## config.mk

```make
export PLATFORM = sky130hd
export DESIGN_NAME = mem_sram_access
export DESIGN_NICKNAME = d
export VERILOG_FILES = /design/src/rtl/mem_sram_access.sv
export SDC_FILE = /design/constraint.sdc
export NUM_CORES = 1
export LEC_CHECK = 0
export BUFFER_PORTS_ARGS = -buffer_cell sky130_fd_sc_hd__buf_2
export CAP_MARGIN = 20
export CELL_PAD_IN_SITES_DETAIL_PLACEMENT = 1
export CELL_PAD_IN_SITES_GLOBAL_PLACEMENT = 1
export CORE_MARGIN = 2
export CORE_UTILIZATION = 32
export DETAILED_ROUTE_END_ITERATION = 6
export PLACE_DENSITY_LB_ADDON = 0.1
export SYNTH_ARGS = -nofsm -noshare
export SYNTH_HDL_FRONTEND = slang
export SYNTH_SLANG_ARGS = --single-unit
```

## constraint.sdc

```tcl
create_clock -name clk -period 2.3 [get_ports clk]
set_input_delay 0.46 -clock clk [delete_from_list [all_inputs] [get_ports clk]]
set_output_delay 0.46 -clock clk [all_outputs]
set_load 0.02 [all_outputs]
```

## src/rtl/mem_sram_access.sv

```systemverilog
// MEM-stage load/store engine driving a 32-bit asynchronous SRAM with byte enables.
// Each access holds the pipeline through stall_req for a fixed number of wait states.
module mem_sram_access #(
   parameter int WAIT_CYCLES = 2,
   parameter int ADDR_W      = 20
) (
   input  logic              clk,
   input  logic              rst,
   input  logic [4:0]        mem_wd,
   input  logic              mem_wreg,
   input  logic [31:0]       mem_wdata,
   input  logic [7:0]        mem_aluop,
   input  logic [31:0]       mem_mem_addr,
   input  logic [31:0]       mem_reg2,
   output logic [4:0]        wb_wd,
   output logic              wb_wreg,
   output logic [31:0]       wb_wdata,
   output logic              stall_req,
   output logic              exc_adel,
   output logic              exc_ades,
   output logic [ADDR_W-1:0] sram_addr,
   output logic [31:0]       sram_dout,
   input  logic [31:0]       sram_din,
   output logic              sram_dout_en,
   output logic [3:0]        sram_be_n,
   output logic              sram_ce_n,
   output logic              sram_oe_n,
   output logic              sram_we_n
);

   localparam logic [7:0] EXE_LB_OP  = 8'b1110_0000;
   localparam logic [7:0] EXE_LH_OP  = 8'b1110_0001;
   localparam logic [7:0] EXE_LW_OP  = 8'b1110_0011;
   localparam logic [7:0] EXE_LBU_OP = 8'b1110_0100;
   localparam logic [7:0] EXE_LHU_OP = 8'b1110_0101;
   localparam logic [7:0] EXE_SB_OP  = 8'b1110_1000;
   localparam logic [7:0] EXE_SH_OP  = 8'b1110_1001;
   localparam logic [7:0] EXE_SW_OP  = 8'b1110_1011;

   localparam int CNT_W = (WAIT_CYCLES > 1) ? $clog2(WAIT_CYCLES) : 1;
   localparam logic [CNT_W-1:0] CNT_LAST = CNT_W'(WAIT_CYCLES - 1);

   typedef enum logic [2:0] {IDLE, READ, WRITE, WREC, DONE} state_t;

   state_t           state;
   logic [CNT_W-1:0] wait_cnt;
   logic [31:0]      rd_buf;

   logic is_load;
   logic is_store;
   logic misaligned;
   logic go;

   logic unused_addr_hi;
   assign unused_addr_hi = ^mem_mem_addr[31:ADDR_W+2];

   function automatic logic [31:0] load_extend(input logic [7:0] op, input logic [1:0] lo,
                                               input logic [31:0] word);
      logic signed [7:0]  b;
      logic signed [15:0] h;
      b = word[{lo, 3'b000} +: 8];
      h = lo[1] ? word[31:16] : word[15:0];
      case (op)
         EXE_LB_OP:  load_extend = 32'(b);
         EXE_LBU_OP: load_extend = {24'd0, b};
         EXE_LH_OP:  load_extend = 32'(h);
         EXE_LHU_OP: load_extend = {16'd0, h};
         default:    load_extend = word;
      endcase
   endfunction

   function automatic logic [3:0] store_be_n(input logic [7:0] op, input logic [1:0] lo);
      case (op)
         EXE_SB_OP: store_be_n = ~(4'b0001 << lo);
         EXE_SH_OP: store_be_n = lo[1] ? 4'b0011 : 4'b1100;
         default:   store_be_n = 4'b0000;
      endcase
   endfunction

   function automatic logic [31:0] store_data(input logic [7:0] op, input logic [31:0] data);
      case (op)
         EXE_SB_OP: store_data = {4{data[7:0]}};
         EXE_SH_OP: store_data = {2{data[15:0]}};
         default:   store_data = data;
      endcase
   endfunction

   always_comb begin
      is_load    = 1'b0;
      is_store   = 1'b0;
      misaligned = 1'b0;
      case (mem_aluop)
         EXE_LB_OP, EXE_LBU_OP: is_load = 1'b1;
         EXE_LH_OP, EXE_LHU_OP: begin
            is_load    = 1'b1;
            misaligned = mem_mem_addr[0];
         end
         EXE_LW_OP: begin
            is_load    = 1'b1;
            misaligned = |mem_mem_addr[1:0];
         end
         EXE_SB_OP: is_store = 1'b1;
         EXE_SH_OP: begin
            is_store   = 1'b1;
            misaligned = mem_mem_addr[0];
         end
         EXE_SW_OP: begin
            is_store   = 1'b1;
            misaligned = |mem_mem_addr[1:0];
         end
         default: ;
      endcase
   end

   assign go = (is_load | is_store) & ~misaligned;

   // Write-back and stall are decoded from the current state plus the held EX/MEM request.
   always_comb begin
      wb_wd     = mem_wd;
      wb_wreg   = mem_wreg;
      wb_wdata  = mem_wdata;
      stall_req = 1'b0;
      exc_adel  = 1'b0;
      exc_ades  = 1'b0;
      if (rst) begin
         case (state)
            IDLE: begin
               if (go) begin
                  stall_req = 1'b1;
                  wb_wreg   = 1'b0;
               end else if (misaligned) begin
                  exc_adel = is_load;
                  exc_ades = is_store;
                  wb_wreg  = 1'b0;
               end
            end
            READ, WRITE, WREC: begin
               stall_req = 1'b1;
               wb_wreg   = 1'b0;
            end
            DONE: begin
               if (is_store)
                  wb_wreg = 1'b0;
               else
                  wb_wdata = load_extend(mem_aluop, mem_mem_addr[1:0], rd_buf);
            end
            default: ;
         endcase
      end
   end

   always_ff @(posedge clk or negedge rst) begin
      if (!rst) begin
         state        <= IDLE;
         wait_cnt     <= '0;
         rd_buf       <= '0;
         sram_addr    <= '0;
         sram_dout    <= '0;
         sram_dout_en <= 1'b0;
         sram_be_n    <= 4'hF;
         sram_ce_n    <= 1'b1;
         sram_oe_n    <= 1'b1;
         sram_we_n    <= 1'b1;
      end else begin
         case (state)
            IDLE: begin
               if (go) begin
                  sram_addr <= mem_mem_addr[ADDR_W+1:2];
                  sram_ce_n <= 1'b0;
                  wait_cnt  <= '0;
                  if (is_load) begin
                     sram_be_n <= 4'h0;
                     sram_oe_n <= 1'b0;
                     state     <= READ;
                  end else begin
                     sram_be_n    <= store_be_n(mem_aluop, mem_mem_addr[1:0]);
                     sram_dout    <= store_data(mem_aluop, mem_reg2);
                     sram_we_n    <= 1'b0;
                     sram_dout_en <= 1'b1;
                     state        <= WRITE;
                  end
               end
            end
            READ: begin
               if (wait_cnt == CNT_LAST) begin
                  rd_buf    <= sram_din;
                  sram_ce_n <= 1'b1;
                  sram_oe_n <= 1'b1;
                  sram_be_n <= 4'hF;
                  state     <= DONE;
               end else begin
                  wait_cnt <= wait_cnt + 1'b1;
               end
            end
            WRITE: begin
               if (wait_cnt == CNT_LAST) begin
                  sram_we_n <= 1'b1;
                  state     <= WREC;
               end else begin
                  wait_cnt <= wait_cnt + 1'b1;
               end
            end
            // Data, address and lanes stay driven one cycle past we_n rising for hold time.
            WREC: begin
               sram_ce_n    <= 1'b1;
               sram_dout_en <= 1'b0;
               sram_be_n    <= 4'hF;
               state        <= DONE;
            end
            DONE:    state <= IDLE;
            default: state <= IDLE;
         endcase
      end
   end

endmodule

```

# ---- Word-level counts from Yosys, hierarchy flattened
# Index checks and enable logic that the tools add are counted.
dict set report classes {
  add_sub_neg 1
  n_eq_ne 17
  n_shift 2
  n_mux 50
  n_bitwise 5
  reduce_logical 22
}
# operator n
set ops {}
lappend ops {{one-hot mux 32 bit (4 select lines)} 1}
lappend ops {{two-way mux 32 bit} 3}
lappend ops {{equality test 8 bit (second input constant)} 8}
lappend ops {{one-hot mux 32 bit (2 select lines)} 1}
lappend ops {{variable part select 32 x 6 -> 8 bit} 1}
lappend ops {{two-way mux 1 bit} 25}
lappend ops {{two-way mux 16 bit} 1}
lappend ops {{two-way mux 4 bit} 4}
lappend ops {{one-hot mux 1 bit (2 select lines)} 6}
lappend ops {{one-hot mux 3 bit (4 select lines)} 1}
lappend ops {{one-hot mux 4 bit (3 select lines)} 1}
lappend ops {{AND reduction 3 bit} 4}
lappend ops {{inequality test 2 bit (second input constant)} 5}
lappend ops {{two-way mux 3 bit} 3}
lappend ops {{OR reduction 3 bit} 3}
lappend ops {{one-hot mux 4 bit (2 select lines)} 1}
lappend ops {{AND reduction 4 bit} 2}
lappend ops {{nonzero test 2 bit} 4}
lappend ops {{equality test 3 x 2 -> 1 bit (second input constant)} 2}
lappend ops {{one-hot mux 1 bit (3 select lines)} 2}
lappend ops {{AND reduction 2 bit} 3}
lappend ops {{OR reduction 2 bit} 3}
lappend ops {{OR reduction 5 bit} 1}
lappend ops {{inverter 4 bit} 1}
lappend ops {{other kinds (10)} 11}
dict set report totals {
  register_bits 96
  input_bits 144
  out_inout_bits 101
}

# ---- Depth between registers and ports, before layout
dict set report logic_depth {
  ltp_word 8
  ltp_mapped 7
  ltp_nobuf 4
}

# ---- Worst setup path after synthesis
# Ideal clock, no wire load.
dict set report synth_timing {
  kind {input port to output port}
  from {input port mem_aluop[4]}
  to {output port wb_wdata[21]}
  t_arrival_ns 2.053
  t_required_ns 1.840
  setup_slack_ns -0.213
  path_stages 6
  n_path_buf 2
  cell_sequence {nand4b_1 -> buf_2 -> nor2_1 -> o2111ai_1 -> buf_2 -> a21oi_1}
}
dict set report synth_between {
  elab_chain_len 6
  word_cells_on_any_way 13
}
# item line_no
set synth_rtl {}
lappend synth_rtl {{start, declared} 12} ;# input logic [7:0] mem_aluop,
lappend synth_rtl {{equality test 8 bit} 92} ;# case (mem_aluop)
lappend synth_rtl {{OR reduction 3 bit (no line)} --}
lappend synth_rtl {{two-way mux 1 bit} 92}
lappend synth_rtl {{two-way mux 32 bit (*)} 142} ;# if (is_store)
lappend synth_rtl {{two-way mux 32 bit (*)} 126} ;# case (state)
lappend synth_rtl {{two-way mux 32 bit (*)} 125} ;# if (rst) begin
lappend synth_rtl {{end, declared} 17} ;# output logic [31:0] wb_wdata,
# Every way passes the cells marked *; elsewhere a longest branch is shown, timed or not.

# ---- Worst setup path after layout
dict set report layout_timing {
  from {register rd_buf[23]}
  to {output port wb_wdata[11]}
}
dict set report layout_between {
  elab_chain_len 5
}
# item line_no
set layout_rtl {}
lappend layout_rtl {{start, declared} 47} ;# logic [31:0] rd_buf;
lappend layout_rtl {{start signal, assigned} 186} ;# rd_buf <= sram_din;
lappend layout_rtl {{variable part select 32 x 6 -> 8 bit} 61} ;# b = word[{lo, 3'b000} +: 8];
lappend layout_rtl {{one-hot mux 32 bit (4 select lines)} 63} ;# case (op)
lappend layout_rtl {{two-way mux 32 bit} 142}
lappend layout_rtl {{two-way mux 32 bit} 126}
lappend layout_rtl {{two-way mux 32 bit} 125}
# No other way between the ends.

==> metrics list <==
* Share of async-settable or async-resettable flops after synthesis: 100%
* Count of warnings emitted by yosys: 0
* Floorplan die area: 17500 um2
- Final setup violation count: 34
* Peak VDD IR: 0.491 mV
- The root buffer cell chosen for the clock tree is sky130_fd_sc_hd__clkbuf_16.
- STA classifies the critical path endpoint as an output pin.
- Bufs on Longest Clock Path: 2
* Max Cap Viol: 0
- The synthesized design contains 96 register bits.
- Fill cells: 1796
- Number of remaining DRC errors: 0
- The number of endpoints with negative hold slack in the final report is 0.
* Post-synth net total: 627
* Largest family of logic cells by synthesized area: multiplexers
* Post-route clock period utilization: 111%
* Area fraction in and, or, nand and nor cells after synthesis: 8.48%
- After detailed routing, the average wire length per cell comes to 19.3 um.
* Synth Area in Compound Gates: 14.4%
* Row Count: 46
- In this run the worst setup path begins at rd_buf[23].
- Largest cells by area after synthesis: sky130_fd_sc_hd__dfrtp_1, sky130_fd_sc_hd__mux2_2, sky130_fd_sc_hd__a21oi_1
- A synthesized cell averages 10.9 um2.
- The synthesized netlist devotes 0.167% of its cell area to XOR and XNOR gates.
- The first routing iteration left 156 violations.
* Most used flip-flop cell after synthesis: sky130_fd_sc_hd__dfrtp_1
- The share of synthesized area in the top cell type comes to 42.4%.
- The synthesized design contains 0 enable-type register cells.
* Worst r2r src: state[1]
- Prior to clock tree synthesis, the placed netlist has a worst setup slack of -0.261 ns.
- RSZ-0062 raised after global routing: yes
* Vias per inst: 4.99
- Counting tap cells, the placed design contains a total of 930 instances.
* Post-synthesis adder-cell area fraction: 0%
- The min-delay analysis places its worst path in the category input port to async pin.
- The clock arrives with 0.00452 ns of skew.
- After clock tree synthesis, the clock-pin slew on the worst setup and hold paths is 0.07 ns.
- CTS tree: yes
* Fraction of final layout cells with drive strength greater than 1: 66.1%
* CP max FO: 8
* Final worst-path setup slack: -0.246 ns
* Cell count of the worst reg-to-reg path: 6
- Summed over all layers, the global routing overflow is 0.
* I/O pin count: 245
* Final Net Count: 888
- Startpoint type of the worst setup path: flip-flop
- Status: complete, but fails checks
* Worst setup path endpoint: wb_wdata[11]
* Routed Wire Length: 18700 um
- Summed over all nets, the half-perimeter wirelength after detailed placement is 13400 um.
- Entering global routing, the biggest net connects 50 pins.
- For this run, the total global-route usage over all layers was measured as 21.5%.
- Subtracting the final worst setup slack from the clock period gives 2.55 ns.
* Via Count: 4821
- End of the worst register-to-register path: sram_addr[4]
- Summed instance area of the synthesized netlist: 5260 um2
* Antenna violations before repair: 3
- Compared with the post-synthesis result, the final layout area differs by 51.9%.
- Post-synthesis instance total: 483
* Die span in x: 132 um
- Post-Place Cell Area: 6940 um2
* Die height: 132 um
- Distinct cells, synth: 51
- The design draws 8010 uW.
* Number of buffer cells added on primary ports: 224
* Cell types with the highest counts after synthesis: sky130_fd_sc_hd__mux2_2, sky130_fd_sc_hd__dfrtp_1, sky130_fd_sc_hd__a21oi_1, sky130_fd_sc_hd__o21ai_0
* Data required, critical path: 1.84 ns
* Dominant cell by count in the synthesized netlist: sky130_fd_sc_hd__mux2_2
* Clock H-tree levels: 3
- For this configuration, the core starts out at a cell density of 33.0%.
- Leaving out filler cells and counting taps, the final layout contains 967.
- The first TritonRoute pass finished after 4 iterations.
* Achievable frequency: 393 MHz
* Leakage power: 0.00382 uW
- The setup path with the least slack is of type flip-flop to output pin.
- GPL Wtd Cong: 0.764
- At the pin with the least slew margin, the transition time is 0.668 ns.
- The final reports fail on setup timing.
* Final instance area: 7980 um2
- The number of slew-limit violations in the final report is 0.
- The clock drives 96 sinks.
- In the final layout, the multi-input gates occupy 2980 um2.
- The count of nets left with antenna violations once routing finished came out at 0.
* Core area: 15900 um2
- In this run the power density over the cells is 1000 nW/um2.
- Vias in the first global route: 5382
* Reg2Reg Setup Slack: 0.37 ns
* Register Area: 2410 um2
* Portion of the post-synthesis area used by sequential elements: 45.9%
- Portion of netlist area occupied by mux cells: 26.3%
- Total CTS buffers: 9
* Clock network latency to the later pin of the worst-skew pair: 0.36 ns
- Data arrival, critical path: 2.09 ns
- In this run the tightest slew margin relative to its limit is 55.5%.
- Of all cell types, the one taking the most synthesized area is sky130_fd_sc_hd__dfrtp_1.
* First-pass GRT wire length: 29500 um
layer usage:
metal	global-route usage (%)	vias to the layer above	wire [um]
li1	-	2278	-
met5	0	-	0
met1	24.5	2366	7380
met3	6.23	21	1230
met2	38.4	156	9760
met4	7.19	0	326
repair_timing:
item,CTS,global route
gates cloned,5,1
gates resized for setup,67,69
setup endpoints to repair,36,36
pin swaps,15,17
hold buffers,0,0
buffers inserted,13,2
through the flow:
stage	utilization [%]	TNS (ns)	hold WS (ns)
2_1_floorplan	-	-1.71	0.164
4_1_cts	48.5	-5.87	0.318
3_5_place_dp	43.5	-5.64	0.473
3_3_place_gp	43.5	-4.77	0.464
5_1_grt	50.0	-7.83	0.328
6_report	50.1	-5.60	0.300
where the power goes:
part / internal (uW) / switching, uW / total [uW]
Clock: 857 / 722 / 1580
Combinational: 1710 / 1810 / 3520
Sequential: 2400 / 512 / 2910
worst min-delay path by stage:
stage | to | slack, ns | startpoint | cells after the start
after floorplan | rd_buf[0] | 0.16 | rst | 0
after global placement | sram_we_n | 0.46 | sram_we_n | 2
after detailed placement | sram_ce_n | 0.47 | sram_ce_n | 2
after CTS | sram_addr[18] | 0.32 | rst | 2
after global routing | rd_buf[27] | 0.33 | sram_din[27] | 2
final | rd_buf[9] | 0.30 | rst | 2
worst max-delay path: stages, from the launching register on:
cell,delay [ns]
sky130_fd_sc_hd__dfrtp_1,0.41
sky130_fd_sc_hd__mux4_2,0.47
sky130_fd_sc_hd__a311o_2,0.44
sky130_fd_sc_hd__a21oi_1,0.16
sky130_fd_sc_hd__o21ai_1,0.09
sky130_fd_sc_hd__buf_2,0.16
cells in the final DEF (no fill, tap or decap), types with 10 or more instances in the layout:
| cell | instances |
|---|---|
| sky130_fd_sc_hd__buf_2 | 194 |
| sky130_fd_sc_hd__a21oi_2 | 23 |
| sky130_fd_sc_hd__dfrtp_1 | 89 |
| sky130_fd_sc_hd__nor2_1 | 16 |
| sky130_fd_sc_hd__buf_4 | 61 |
| sky130_fd_sc_hd__mux2_2 | 102 |
| sky130_fd_sc_hd__buf_6 | 22 |
| sky130_fd_sc_hd__clkbuf_16 | 10 |
| sky130_fd_sc_hd__o21ai_0 | 27 |
| sky130_fd_sc_hd__o21ai_2 | 12 |
| sky130_fd_sc_hd__mux2i_1 | 14 |
| sky130_fd_sc_hd__a21oi_1 | 25 |
| sky130_fd_sc_hd__nand2_1 | 16 |
| sky130_fd_sc_hd__o21ai_1 | 10 |
cell families (layout without fill, tap and decap cells):
logic type                after synthesis  after routing
and+or+nand+nor                        84             84
other                                   0              2
buffers and inverters                  49            315
DFF                                    96             96
muxes                                 122            122
AOI/OAI and AO/OA                     131            131
xor gates and xnor gates                1              1
flip-flops by register name, summed over array words and instances, names as in the netlist:
name          flops
rd_buf           32
sram_dout        32
sram_addr        20
sram_be_n         4
state             3
sram_ce_n         1
sram_dout_en      1
sram_oe_n         1
sram_we_n         1
wait_cnt          1
final cells by class:
| cell class | instances | area share (%) |
|---|---|---|
| Multi-Input combinational cell | 338 | 37.3 |
| Inverter | 8 | 0.376 |
| Timing Repair Buffer | 291 | 24.8 |
| Sequential cell | 96 | 30.2 |
| Tap cell | 216 | 3.39 |
| Clock inverter | 7 | 1.00 |
| Clock buffer | 9 | 2.82 |
| Antenna cell | 2 | 0.0627 |
(Power assumes the default switching activity.)
